--- src/rtl/ram_rd_pkg.sv ---
// ram_rd_pkg: shared state encoding and default geometry for the RAM stream reader
package ram_rd_pkg;
    typedef enum logic [1:0] {IDLE, RUN, DRAIN, FIN} state_t;
    localparam int DEF_ADDR_W = 7;
    localparam int DEF_DATA_W = 8;
    localparam int DEF_RD_LAT = 2;
    localparam int CNT_W = 16;
endpackage

--- src/rtl/ram_stream_reader_if.sv ---
// ram_stream_reader_if: RAM read port plus the outgoing ready/valid byte stream
interface ram_stream_reader_if
    import ram_rd_pkg::*;
#(
    parameter int ADDR_W = DEF_ADDR_W,
    parameter int DATA_W = DEF_DATA_W
);
    logic [ADDR_W-1:0] ram_addr;
    logic [DATA_W-1:0] ram_q;
    logic [DATA_W-1:0] m_data;
    logic m_valid;
    logic m_ready;
    modport master(output ram_addr, m_data, m_valid, input ram_q, m_ready);
    modport slave(input ram_addr, m_data, m_valid, output ram_q, m_ready);
endinterface

--- src/rtl/ram_rd_skid_fifo.sv ---
// ram_rd_skid_fifo: register-array FIFO; pointers wrap by power-of-2 width truncation
module ram_rd_skid_fifo #(
    parameter int DEPTH = 4,
    parameter int WIDTH = 8
) (
    input  logic clk1,
    input  logic reset,
    input  logic push,
    input  logic pop,
    input  logic [WIDTH-1:0] wdata,
    output logic [WIDTH-1:0] head,
    output logic [$clog2(DEPTH):0] count
);
    localparam int PW = $clog2(DEPTH);
    logic [WIDTH-1:0] mem [DEPTH];
    logic [PW-1:0] wr, rd;
    always_ff @(posedge clk1 or negedge reset)
        if (!reset) begin
            wr <= '0;
            rd <= '0;
            count <= '0;
            for (int i = 0; i < DEPTH; i++) mem[i] <= '0;
        end else begin
            if (push) begin
                mem[wr] <= wdata;
                wr <= wr + 1'b1;
            end
            if (pop) rd <= rd + 1'b1;
            count <= count + (PW+1)'(push) - (PW+1)'(pop);
        end
    assign head = mem[rd];
endmodule

--- src/rtl/ram_stream_reader.sv ---
// ram_stream_reader: walks LEN words of the RAM from BASE into a ready/valid byte stream.
// Defining RAM_RD_CNT_EN adds rd_count, a saturating count of words transferred since reset.
module ram_stream_reader
    import ram_rd_pkg::*;
#(
    parameter int ADDR_W = DEF_ADDR_W,
    parameter int DATA_W = DEF_DATA_W,
    parameter int RD_LAT = DEF_RD_LAT,
    parameter int SKID_DEPTH = 4
) (
    input  logic clk1,
    input  logic reset,
    input  logic start,
    input  logic [ADDR_W-1:0] base_addr,
    input  logic [ADDR_W:0] length,
    output logic busy,
    output logic done,
`ifdef RAM_RD_CNT_EN
    output logic [CNT_W-1:0] rd_count,
`endif
    ram_stream_reader_if.master bus
);
    localparam int CW = $clog2(SKID_DEPTH);
    state_t state, state_nx;
    logic [ADDR_W-1:0] addr, cur;
    logic [ADDR_W:0] remaining;
    logic [RD_LAT:0] pipe;
    logic [CW:0] fifo_count;
    logic issue, push, pop;
    int occ;
    assign pop = bus.m_valid & bus.m_ready;
    assign push = pipe[RD_LAT];
    assign bus.m_valid = fifo_count != '0;
    assign busy = state != IDLE;
    assign done = state == FIN;
    assign cur = state == IDLE ? base_addr : addr;
    // pipe covers the ram_addr register plus the RAM's RD_LAT stages; a word leaving now frees its slot
    always_comb begin
        state_nx = state;
        issue = 1'b0;
        occ = $countones(pipe) + int'(fifo_count) - int'(pop);
        case (state)
            IDLE: begin
                issue = start && length != '0;
                state_nx = !start ? IDLE : length == '0 ? FIN : RUN;
            end
            RUN: begin
                issue = remaining != '0 && occ < SKID_DEPTH;
                state_nx = remaining == '0 ? DRAIN : RUN;
            end
            DRAIN: state_nx = occ == 0 ? FIN : DRAIN;
            FIN: state_nx = IDLE;
        endcase
    end
    always_ff @(posedge clk1 or negedge reset)
        if (!reset) begin
            state <= IDLE;
            addr <= '0;
            remaining <= '0;
            pipe <= '0;
            bus.ram_addr <= '0;
        end else begin
            state <= state_nx;
            pipe <= {pipe[RD_LAT-1:0], issue};
            if (issue) begin
                bus.ram_addr <= cur;
                addr <= cur + 1'b1;
                remaining <= (state == IDLE ? length : remaining) - 1'b1;
            end
        end
    ram_rd_skid_fifo #(.DEPTH(SKID_DEPTH), .WIDTH(DATA_W)) u_fifo (
        .clk1(clk1),
        .reset(reset),
        .push(push),
        .pop(pop),
        .wdata(bus.ram_q),
        .head(bus.m_data),
        .count(fifo_count)
    );
`ifdef RAM_RD_CNT_EN
    always_ff @(posedge clk1 or negedge reset)
        if (!reset) rd_count <= '0;
        else if (pop && rd_count != '1) rd_count <= rd_count + 1'b1;
`endif
endmodule

--- src/flat_wrapper.sv ---
// flat-port wrapper written by rule: the top's interface ports become plain ports
module ram_stream_reader_flat import ram_rd_pkg::*;
#(
    parameter int ADDR_W = DEF_ADDR_W,
    parameter int DATA_W = DEF_DATA_W,
    parameter int RD_LAT = DEF_RD_LAT,
    parameter int SKID_DEPTH = 4
)
  (clk1, reset, start, base_addr, length, busy, done, bus_ram_addr, bus_m_data, bus_m_valid, bus_ram_q, bus_m_ready);
  ram_stream_reader_if #(.ADDR_W(ADDR_W), .DATA_W(DATA_W)) bus_i ();
  input  logic clk1;
  input  logic reset;
  input  logic start;
  input  logic [ADDR_W-1:0] base_addr;
  input  logic [ADDR_W:0] length;
  output logic busy;
  output logic done;
  output wire logic [$bits(bus_i.ram_addr)-1:0] bus_ram_addr;
  output wire logic [$bits(bus_i.m_data)-1:0] bus_m_data;
  output wire logic [$bits(bus_i.m_valid)-1:0] bus_m_valid;
  input wire logic [$bits(bus_i.ram_q)-1:0] bus_ram_q;
  input wire logic [$bits(bus_i.m_ready)-1:0] bus_m_ready;
  assign bus_ram_addr = bus_i.ram_addr;
  assign bus_m_data = bus_i.m_data;
  assign bus_m_valid = bus_i.m_valid;
  assign bus_i.ram_q = bus_ram_q;
  assign bus_i.m_ready = bus_m_ready;
  ram_stream_reader #(.ADDR_W(ADDR_W), .DATA_W(DATA_W), .RD_LAT(RD_LAT), .SKID_DEPTH(SKID_DEPTH)) u_core (.clk1(clk1), .reset(reset), .start(start), .base_addr(base_addr), .length(length), .busy(busy), .done(done), .bus(bus_i));
endmodule
--- config.mk ---
export PLATFORM = sky130hd
export DESIGN_NAME = ram_stream_reader_flat
export DESIGN_NICKNAME = d
export VERILOG_FILES = /design/src/rtl/ram_rd_pkg.sv /design/src/rtl/ram_stream_reader_if.sv /design/src/rtl/ram_rd_skid_fifo.sv /design/src/rtl/ram_stream_reader.sv /design/src/flat_wrapper.sv
export SDC_FILE = /design/constraint.sdc
export NUM_CORES = 1
export LEC_CHECK = 0
export CAP_MARGIN = 0
export CORE_ASPECT_RATIO = 1.4
export CORE_MARGIN = 4
export CORE_UTILIZATION = 65
export CTS_CLUSTER_SIZE = 30
export DETAILED_ROUTE_END_ITERATION = 12
export DONT_BUFFER_PORTS = 1
export PLACE_DENSITY = 0.81
export REMOVE_ABC_BUFFERS = 1
export SYNTH_ARGS = -nofsm -noshare
export SYNTH_HDL_FRONTEND = slang
export SYNTH_SLANG_ARGS = --single-unit
--- constraint.sdc ---
create_clock -name clk1 -period 5.6 [get_ports clk1]
set_clock_uncertainty 0.2 [all_clocks]
set_input_delay 0.28 -clock clk1 [delete_from_list [all_inputs] [get_ports clk1]]
set_output_delay 0.28 -clock clk1 [all_outputs]
set_load 0.01 [all_outputs]
==> summary.md, run 1 <==
| Metric | Value |
|---|---|
| Inserted Diodes | `0` |
| Cell depth of the worst min-delay path | `3` |
| Number of filler instances in the final layout | `377` |
| Max IR drop VDD | `0.5812 mV` |
| Run status | `finished clean` |
| Height of the die | `approximately 98 um` |
| Final hold violations | `0` |
| Type of destination of the critical path | `flip-flop` |
| Average wire per standard cell | `18.17 um` |
| Number of cells produced by synthesis | `338` |
| Minimum hold slack | `0.01386 ns` |
| Cells along the critical path | `inv_1 > nand3_1 > and2_1 > ha_1 > inv_1 > fa_1 > a21oi_1 > nor2_1 > nor2_1 > ha_1 > nor4bb_1 > a311oi_1 > o41ai_2 > buf_4 > a21boi_0 > a211o_1` |
| Post-DP HPWL | `5243 um` |
| Mux share of post-synthesis cell area | `17.85%` |
| Arithmetic-cell share of the synthesized area counting full adders, half adders and majority gates | `approximately 6.6%` |
| Simple-gate portion of the synthesized area | `12.78%` |
| Crit path arrival time | `4.17 ns` |
| Dominant delay contributor by cell family on the critical path | `compound AO/OA/AOI/OAI gates` |
| Min-Delay Endpoint | `u_core.addr[5]` |
| Sw power | `1100 uW` |
| Seq pwr share | `36.2%` |
| Complex-gate fraction of the synthesized area | `12.61%` |
| Worst Reg-to-Reg Cells | `16` |
| CP Data Required Time | `5.63 ns` |
| Share of the clock period used by the worst path | `74.01%` |
| Ratio of cells with drive above 1 in the final layout | `19.66%` |
| Count of non-filler cells in the finished layout | `424` |
| TritonCTS clock tree | `done` |
| H-tree levels | `3` |
| Worst slack at placement | `~1.5 ns` |
| Sw Ratio | `a little over two fifths` |
| Row count | `32` |
| Count of unique library cells instantiated by Yosys | `59` |
| Maximum achievable frequency | `241.3 MHz` |
| Detailed Route Iter0 Violations | `152` |
| Worst-path fanout max | `38` |
| Post-synth design cell area | `~3700 um^2` |
| Clock Path Buffers | `2` |
| Area of the placeable core | `5525 um^2` |
| Clock slew at reported path FFs | `0.08 ns` |
| Final wirelength | `7702 um` |
| Leakage power | `approximately 0.0017 uW` |
| Highest cell delay on the worst timing path | `0.42 ns` |
| Number of instances in the placed design | `393` |
| Share of synthesized area occupied by flip-flops and latches | `44.28%` |
| Total global routing overflow | `0` |
| Multi-input gate area in the final layout | `1929 um^2` |
| Post-layout power | `2600 uW` |
| Total number of clock tree sinks | `66` |
| Sequential Area | `1652 um^2` |
| Initial Utilization | `67.50%` |
| Ys flop type | `dfrtp_1` |
| Hold WC Path Type | `input port to flip-flop` |
| Max Slew Vio Count | `0` |
| Antenna-violating nets left | `0` |
| Post-Synth XOR/XNOR Area | `under 10%` |
| Root Buffer Master | `clkbuf_8` |
| Cell with the largest stage delay on the worst path | `dfrtp_1` |
| Number of warnings printed during yosys synthesis | `0` |
| Worst setup slack after layout | `1.455 ns` |
| Skew-Pair Late Insertion Delay | `0.35 ns` |
| Number of buffers inserted during clock tree synthesis | `9` |
| Pwr Density | `633.5 nW/um^2` |
| First-pass GRT wire length | `12890 um` |
| Placer Congestion | `0.9107` |
| Clock network power share | `14.4%` |
| Width of the die | `approximately 70 um` |
| Mean number of vias per cell | `around 6.3` |
| Critical path type | `flip-flop to flip-flop` |
| Maximum number of pins on one net before global-route repair | `between 60 and 70` |
| Number of synthesized register bits | `66` |
| Worst flop-to-flop path startpoint | `u_core.u_fifo.count[2]` |
| Setup repair after global routing missed its margin | `false` |
| Vias in the first global route | `about 2700` |
| Max-slew headroom | `59.35%` |
| Main combinational cell family by area after synthesis | `multiplexers` |
| Internal Power | `around 1500 uW` |
| Post-synth EDFFs | `0` |
| FF-to-FF End | `u_core.remaining[2]` |
| # Max-Cap Violations | `0` |
| Number of I/O pins | `45` |
| Final Critical Period | `4.145 ns` |
| Setup-failing EPs final | `0` |
| Die Area | `7031 um^2` |
| Critical path buffer and inverter count | `3` |
| Number of nets at the end of the flow | `between 300 and 400` |
| Aggregate global-route resource usage | `23.60%` |
| DRC viols | `0` |
| Async SR Flop Fraction | `100.0%` |
| Buffers on Ports | `0` |
| Initial antenna violation count | `0` |
| Pin slew with the least headroom to its limit | `0.6097 ns` |
| Post-CTS Setup Repair Bufs | `0` |
| Element type at the critical path start | `flip-flop` |
| Syn-to-layout area delta | `10.03%` |
| Combinational share of power | `49.4%` |
| Mean instance size in the synthesized netlist | `11.03 um^2` |
| Vias after detailed routing | `2651` |
| Hold_sp | `base_addr[5]` |
| First-pass detailed-route iteration total | `4` |
| R2R Setup Slk | `1.46 ns` |
==> worst register-to-register path, cell delays in order (launching register included) <==
cell and delay, ns:
dfrtp_1 0.42, inv_1 0.14, nand3_1 0.17, and2_1 0.25, ha_1 0.30, inv_1 0.05, fa_1 0.41, a21oi_1 0.19
nor2_1 0.09, nor2_1 0.09, ha_1 0.16, nor4bb_1 0.28, a311oi_1 0.10, o41ai_2 0.34, buf_4 0.41, a21boi_0 0.16
a211o_1 0.28
==> power by group through the flow <==
stage / Sequential (uW) / Combinational, uW / Clock (uW)
2_1_floorplan: 881 / 1020 / 0
3_3_place_gp: 923 / 1190 / 0
3_5_place_dp: 942 / 1240 / 0
4_1_cts: 934 / 1280 / 381
5_1_grt: 973 / 1430 / 403
6_report: 941 / 1280 / 375
==> flip-flops by register name, summed over array words and instances, names as in the netlist <==
register / cells
u_core.addr: 7
u_core.u_fifo.mem: 32
u_core.u_fifo.count: 3
u_core.state: 2
u_core.u_fifo.wr: 2
u_core.u_fifo.rd: 2
u_core.pipe: 3
u_core.bus.ram_addr: 7
u_core.remaining: 8
==> cells by family after synthesis <==
logic type / after synthesis
and+or+nand+nor: 91
buffers and inverters: 35
muxes: 52
xor gates and xnor gates: 7
adders and majority gates: 18
DFF: 66
AOI/OAI and AO/OA: 69
==> synthesized netlist by cell type (4+ instances only) <==
| cell type | n | share of area [%] |
|---|---|---|
| mux4_2 | 8 | 4.8 |
| o22ai_1 | 6 | 1.0 |
| or3_1 | 6 | 1.0 |
| nand2b_1 | 4 | 0.67 |
| mux2_2 | 33 | 10 |
| a21oi_1 | 21 | 2.8 |
| ha_1 | 15 | 5.0 |
| clkbuf_1 | 7 | 0.70 |
| o21ai_0 | 9 | 1.2 |
| o21a_1 | 4 | 0.81 |
| xnor2_1 | 4 | 0.94 |
| nor2_1 | 18 | 1.8 |
| nor3_1 | 9 | 1.2 |
| nand3_1 | 4 | 0.54 |
| nor3b_1 | 4 | 0.81 |
| mux2i_1 | 8 | 2.1 |
| dfrtp_1 | 66 | 44 |
| nand2_1 | 29 | 2.9 |
| inv_1 | 20 | 2.0 |
==> repair_timing <==
action / in CTS / in global routing
endpoints found under the hold margin: 103 / 0
hold buffers: 15 / 0
gates resized for setup: 0 / 0
==> cell usage in the layout (no fill, tap or decap), drive strengths merged, types with 9 or more instances in the layout <==
cell         instances
o21ai               11
nor3                10
a21oi               22
dlygate4sd3         14
dfrtp               66
clkbuf               9
ha                  15
nand2               29
mux2                36
nor2                19
inv                 25
==> routing by layer <==
metal / wire [um] / share of wire [%] / track usage [%]
met2: 4040 / 52 / 40.65
met5: 0 / 0 / 0
met3: 308 / 4.0 / 5.487
met1: 3211 / 42 / 29.04
met4: 141 / 1.8 / 6.946
==> metrics by stage <==
| stage | utilization (%) | TNS [ns] | cell area [um^2] |
|---|---|---|---|
| after global routing | 74.28 | 0 | 4104 |
| after CTS | 74.28 | 0 | 4104 |
| after global placement | 67.91 | 0 | 3752 |
| after floorplan | - | -14.28 | 3652 |
| after detailed placement | 67.91 | 0 | 3752 |
| final | 74.28 | 0 | 4104 |
==> area by class of cell <==
class	instances	area share, %
Multi-Input combinational cell	237	47.01
Tap cell	68	2.073
Inverter	21	1.921
Clock inverter	7	1.463
Clock buffer	9	3.018
Sequential cell	66	40.24
Timing Repair Buffer	16	4.268
==> worst max-delay path by stage <==
stage	startpoint	to	slack [ns]	cells after the start
finish	u_core.u_fifo.count[2]	u_core.remaining[2]	1.46	16
detailed placement	u_core.u_fifo.count[2]	u_core.remaining[2]	1.47	16
global route	u_core.u_fifo.count[2]	u_core.remaining[2]	1.23	16
global placement	u_core.u_fifo.count[2]	u_core.remaining[2]	1.63	16
floorplan	u_core.u_fifo.count[2]	u_core.remaining[2]	-0.98	15
CTS	u_core.u_fifo.count[2]	u_core.remaining[2]	1.44	16
Note: power is estimated with default switching activity, not from simulation.
==> inputs of run 2 (changes only) <==
--- a/config.mk
+++ b/config.mk
@@ -8,11 +8,11 @@
 export CAP_MARGIN = 0
 export CORE_ASPECT_RATIO = 1.4
 export CORE_MARGIN = 4
-export CORE_UTILIZATION = 65
+export CORE_UTILIZATION = 64
 export CTS_CLUSTER_SIZE = 30
 export DETAILED_ROUTE_END_ITERATION = 12
 export DONT_BUFFER_PORTS = 1
-export PLACE_DENSITY = 0.81
+export PLACE_DENSITY = 0.8
 export REMOVE_ABC_BUFFERS = 1
 export SYNTH_ARGS = -nofsm -noshare
 export SYNTH_HDL_FRONTEND = slang
==> constraint.sdc (replaced) <==
create_clock -name clk1 -period 3.9 [get_ports clk1]
set_clock_uncertainty 0.2 [all_clocks]
set_input_delay 0.195 -clock clk1 [delete_from_list [all_inputs] [get_ports clk1]]
set_output_delay 0.195 -clock clk1 [all_outputs]
set_load 0.01 [all_outputs]
==> summary.md, run 2 (synthesized netlist as in run 1, its figures left out) <==
| Metric | Value |
|---|---|
| Commonest cells after routing, fill and taps aside | `dfrtp_1 (66), mux2_2 (33), nand2_1 (29)` |
| Antenna-violating nets left | `0 (unchanged)` |
| Minimum hold slack | `0.01773 ns (+0.003866 ns)` |
| Flip-flop count of the largest register after layout | `32 (unchanged)` |
| TritonCTS clock tree | `done` |
| # Max-Cap Violations | `0 (unchanged)` |
| Inserted Diodes | `0 (unchanged)` |
| Maximum number of pins on one net before global-route repair | `67 (unchanged)` |
| Placer Congestion | `0.9022 (-0.93%)` |
| Final Critical Period | `3.787 ns (-0.3576 ns)` |
| Syn-to-layout area delta | `15.60%` |
| Total global routing overflow | `0 (unchanged)` |
| Type of destination of the critical path | `flip-flop` |
| Post-DP HPWL | `5239 um (about the same)` |
| CP Data Required Time | `3.93 ns (-1.70 ns)` |
| H-tree levels | `3 (unchanged)` |
| Worst slack at placement | `-0.002407 ns (-1.473 ns)` |
| Leading cell type in the layout, fill and taps excluded | `dfrtp_1` |
| Element type at the critical path start | `flip-flop` |
| Critical path type | `flip-flop to flip-flop` |
| First-pass GRT wire length | `13280 um (+3.0%)` |
| Buffers on Ports | `0 (unchanged)` |
| Run status | `finished clean` |
| Area of the placeable core | `5565 um^2 (+0.72%)` |
| Aggregate global-route resource usage | `24.32% (+0.72 points)` |
| Pin slew with the least headroom to its limit | `0.6347 ns (+0.02498 ns)` |
| Max-slew headroom | `57.36% (-2.0 points)` |
| Vias after detailed routing | `2709 (+2.2%)` |
| Setup-failing EPs final | `0 (unchanged)` |
| Dominant delay contributor by cell family on the critical path | `simple AND/OR/NAND/NOR gates` |
| Die Area | `7131 um^2 (+1.4%)` |
| Largest registers ranked by flip-flop count | `u_core.u_fifo.mem x32, u_core.remaining x8` |
| Final wirelength | `7999 um (+3.9%)` |
| Initial antenna violation count | `0 (unchanged)` |
| Maximum achievable frequency | `264.1 MHz (+9.4%)` |
| Number of I/O pins | `45 (unchanged)` |
| Hold WC Path Type | `input port to flip-flop` |
| Max IR drop VDD | `0.7199 mV (+24%)` |
| Highest cell delay on the worst timing path | `0.57 ns (+0.15 ns)` |
| Vias in the first global route | `2825 (+3.4%)` |
| Width of the die | `72.52 um (+0.69%)` |
| Crit path arrival time | `3.82 ns (-0.35 ns)` |
| First-pass detailed-route iteration total | `4 (unchanged)` |
| Post-layout power | `4003 uW (+54%)` |
| Clock slew at reported path FFs | `0.07 ns (about the same)` |
| Average wire per standard cell | `18.26 um (+0.54%)` |
| Detailed Route Iter0 Violations | `152 (unchanged)` |
| Initial Utilization | `67.02% (-0.49 points)` |
| Ratio of cells with drive above 1 in the final layout | `21.62% (+2.0 points)` |
| Root Buffer Master | `clkbuf_8` |
| Height of the die | `98.33 um (+0.71%)` |
| Cells along the critical path | `inv_2 > nand3_1 > and2_1 > ha_1 > inv_1 > fa_2 > a21oi_2 > nor2_1 > nor2_1 > ha_1 > nor4bb_4 > a311oi_2 > or4_4 > nor3b_1 > a2111oi_2` |
| Number of buffers inserted during clock tree synthesis | `9 (unchanged)` |
| Pwr Density | `928.5 nW/um^2 (+47%)` |
| Number of filler instances in the final layout | `366 (-2.9%)` |
| Worst setup slack after layout | `0.1129 ns (-1.342 ns)` |
| Total number of clock tree sinks | `66 (unchanged)` |
| Skew-Pair Late Insertion Delay | `0.35 ns (about the same)` |
| Number of nets at the end of the flow | `410 (+3.5%)` |
| Worst-path fanout max | `4 (-89%)` |
| Mean number of vias per cell | `6.185 (-1.1%)` |
| Final hold violations | `0 (unchanged)` |
| Critical path buffer and inverter count | `2 (-1)` |
| Register with the most flip-flops | `u_core.u_fifo.mem` |
| Max Slew Vio Count | `0 (unchanged)` |
| Leakage power | `0.001835 uW (+5.0%)` |
| Share of the clock period used by the worst path | `97.11% (+23 points)` |
| Clock Path Buffers | `2 (unchanged)` |
| Cell with the largest stage delay on the worst path | `or4_4` |
| Row count | `32 (unchanged)` |
| DRC viols | `0 (unchanged)` |
run 2: changes by cell type in the layout (fill, tap and decap cells not counted), sizes merged:
cell and change:
buf +4, bufinv +2, clkinv +3, clkinvlp -1, dlygate4sd3 +10, inv -4
run 2: cell type report:
cell class                 instances  area [um^2]  share of cell area (%)
multi-input combinational        237         1961                   45.47
timing repair buffer              30        317.8                   7.371
sequential                        66         1652                   38.31
clock inverter                     7        93.84                   2.176
clock buffer                       9        123.9                   2.873
inverter                          21        78.83                   1.828
tap                               68        85.08                   1.973
run 2: stage by stage:
stage,cell area [um^2],setup TNS (ns),cells,utilization (%)
2_1_floorplan,3652,-53.38,324,-
3_3_place_gp,3787,0,396,68.05
3_5_place_dp,3787,-0.002407,396,68.05
4_1_cts,4277,0,437,76.84
5_1_grt,4312,-0.02457,438,77.47
6_report,4312,0,438,77.47
run 2: worst paths after layout:
check	start	slack (ns)	cells after the start	endpoint
worst min-delay path	base_addr[3]	0.02	3	u_core.bus.ram_addr[3]
min in group asynchronous	reset	0.19	2	u_core.u_fifo.mem[26]
worst max register to register	u_core.u_fifo.count[2]	0.11	15	u_core.addr[6]
worst min register to register	u_core.pipe[0]	0.18	0	u_core.pipe[1]
worst max-delay path	u_core.u_fifo.count[2]	0.11	15	u_core.addr[6]
max in group asynchronous	reset	3.05	2	u_core.u_fifo.mem[13]
run 2: tightest hold or removal path, stage by stage:
cell and delay, ns:
nor3b_1 0.14, nor2_1 0.12, a21oi_1 0.07
run 2: power breakdown:
group / switching, uW / internal [uW] / leakage [uW] / total, uW
sequential: 299 / 1040 / 0.000769 / 1340
combinational: 1030 / 1000 / 0.000961 / 2040
clock: 266 / 358 / 0.000105 / 624
total: 1600 / 2400 / 0.00183 / 4000
run 2: routing by layer:
| metal | wire length (um) | GRT usage, % | vias to the layer above |
|---|---|---|---|
| li1 | - | - | 1290 |
| met1 | 3091 | 27.04 | 1338 |
| met2 | 4430 | 42.98 | 67 |
| met3 | 318 | 6.076 | 14 |
| met4 | 159 | 10.37 | 0 |
| met5 | 0 | 0 | - |
run 2: repair_timing:
item                                    in CTS  in global routing
gates cloned                                 0                  0
pin swaps                                    1                  2
hold buffers                                25                  0
buffers inserted                             0                  1
gates resized for setup                      1                  6
endpoints found under the hold margin      115                  0
endpoints found under the setup margin       2                 11
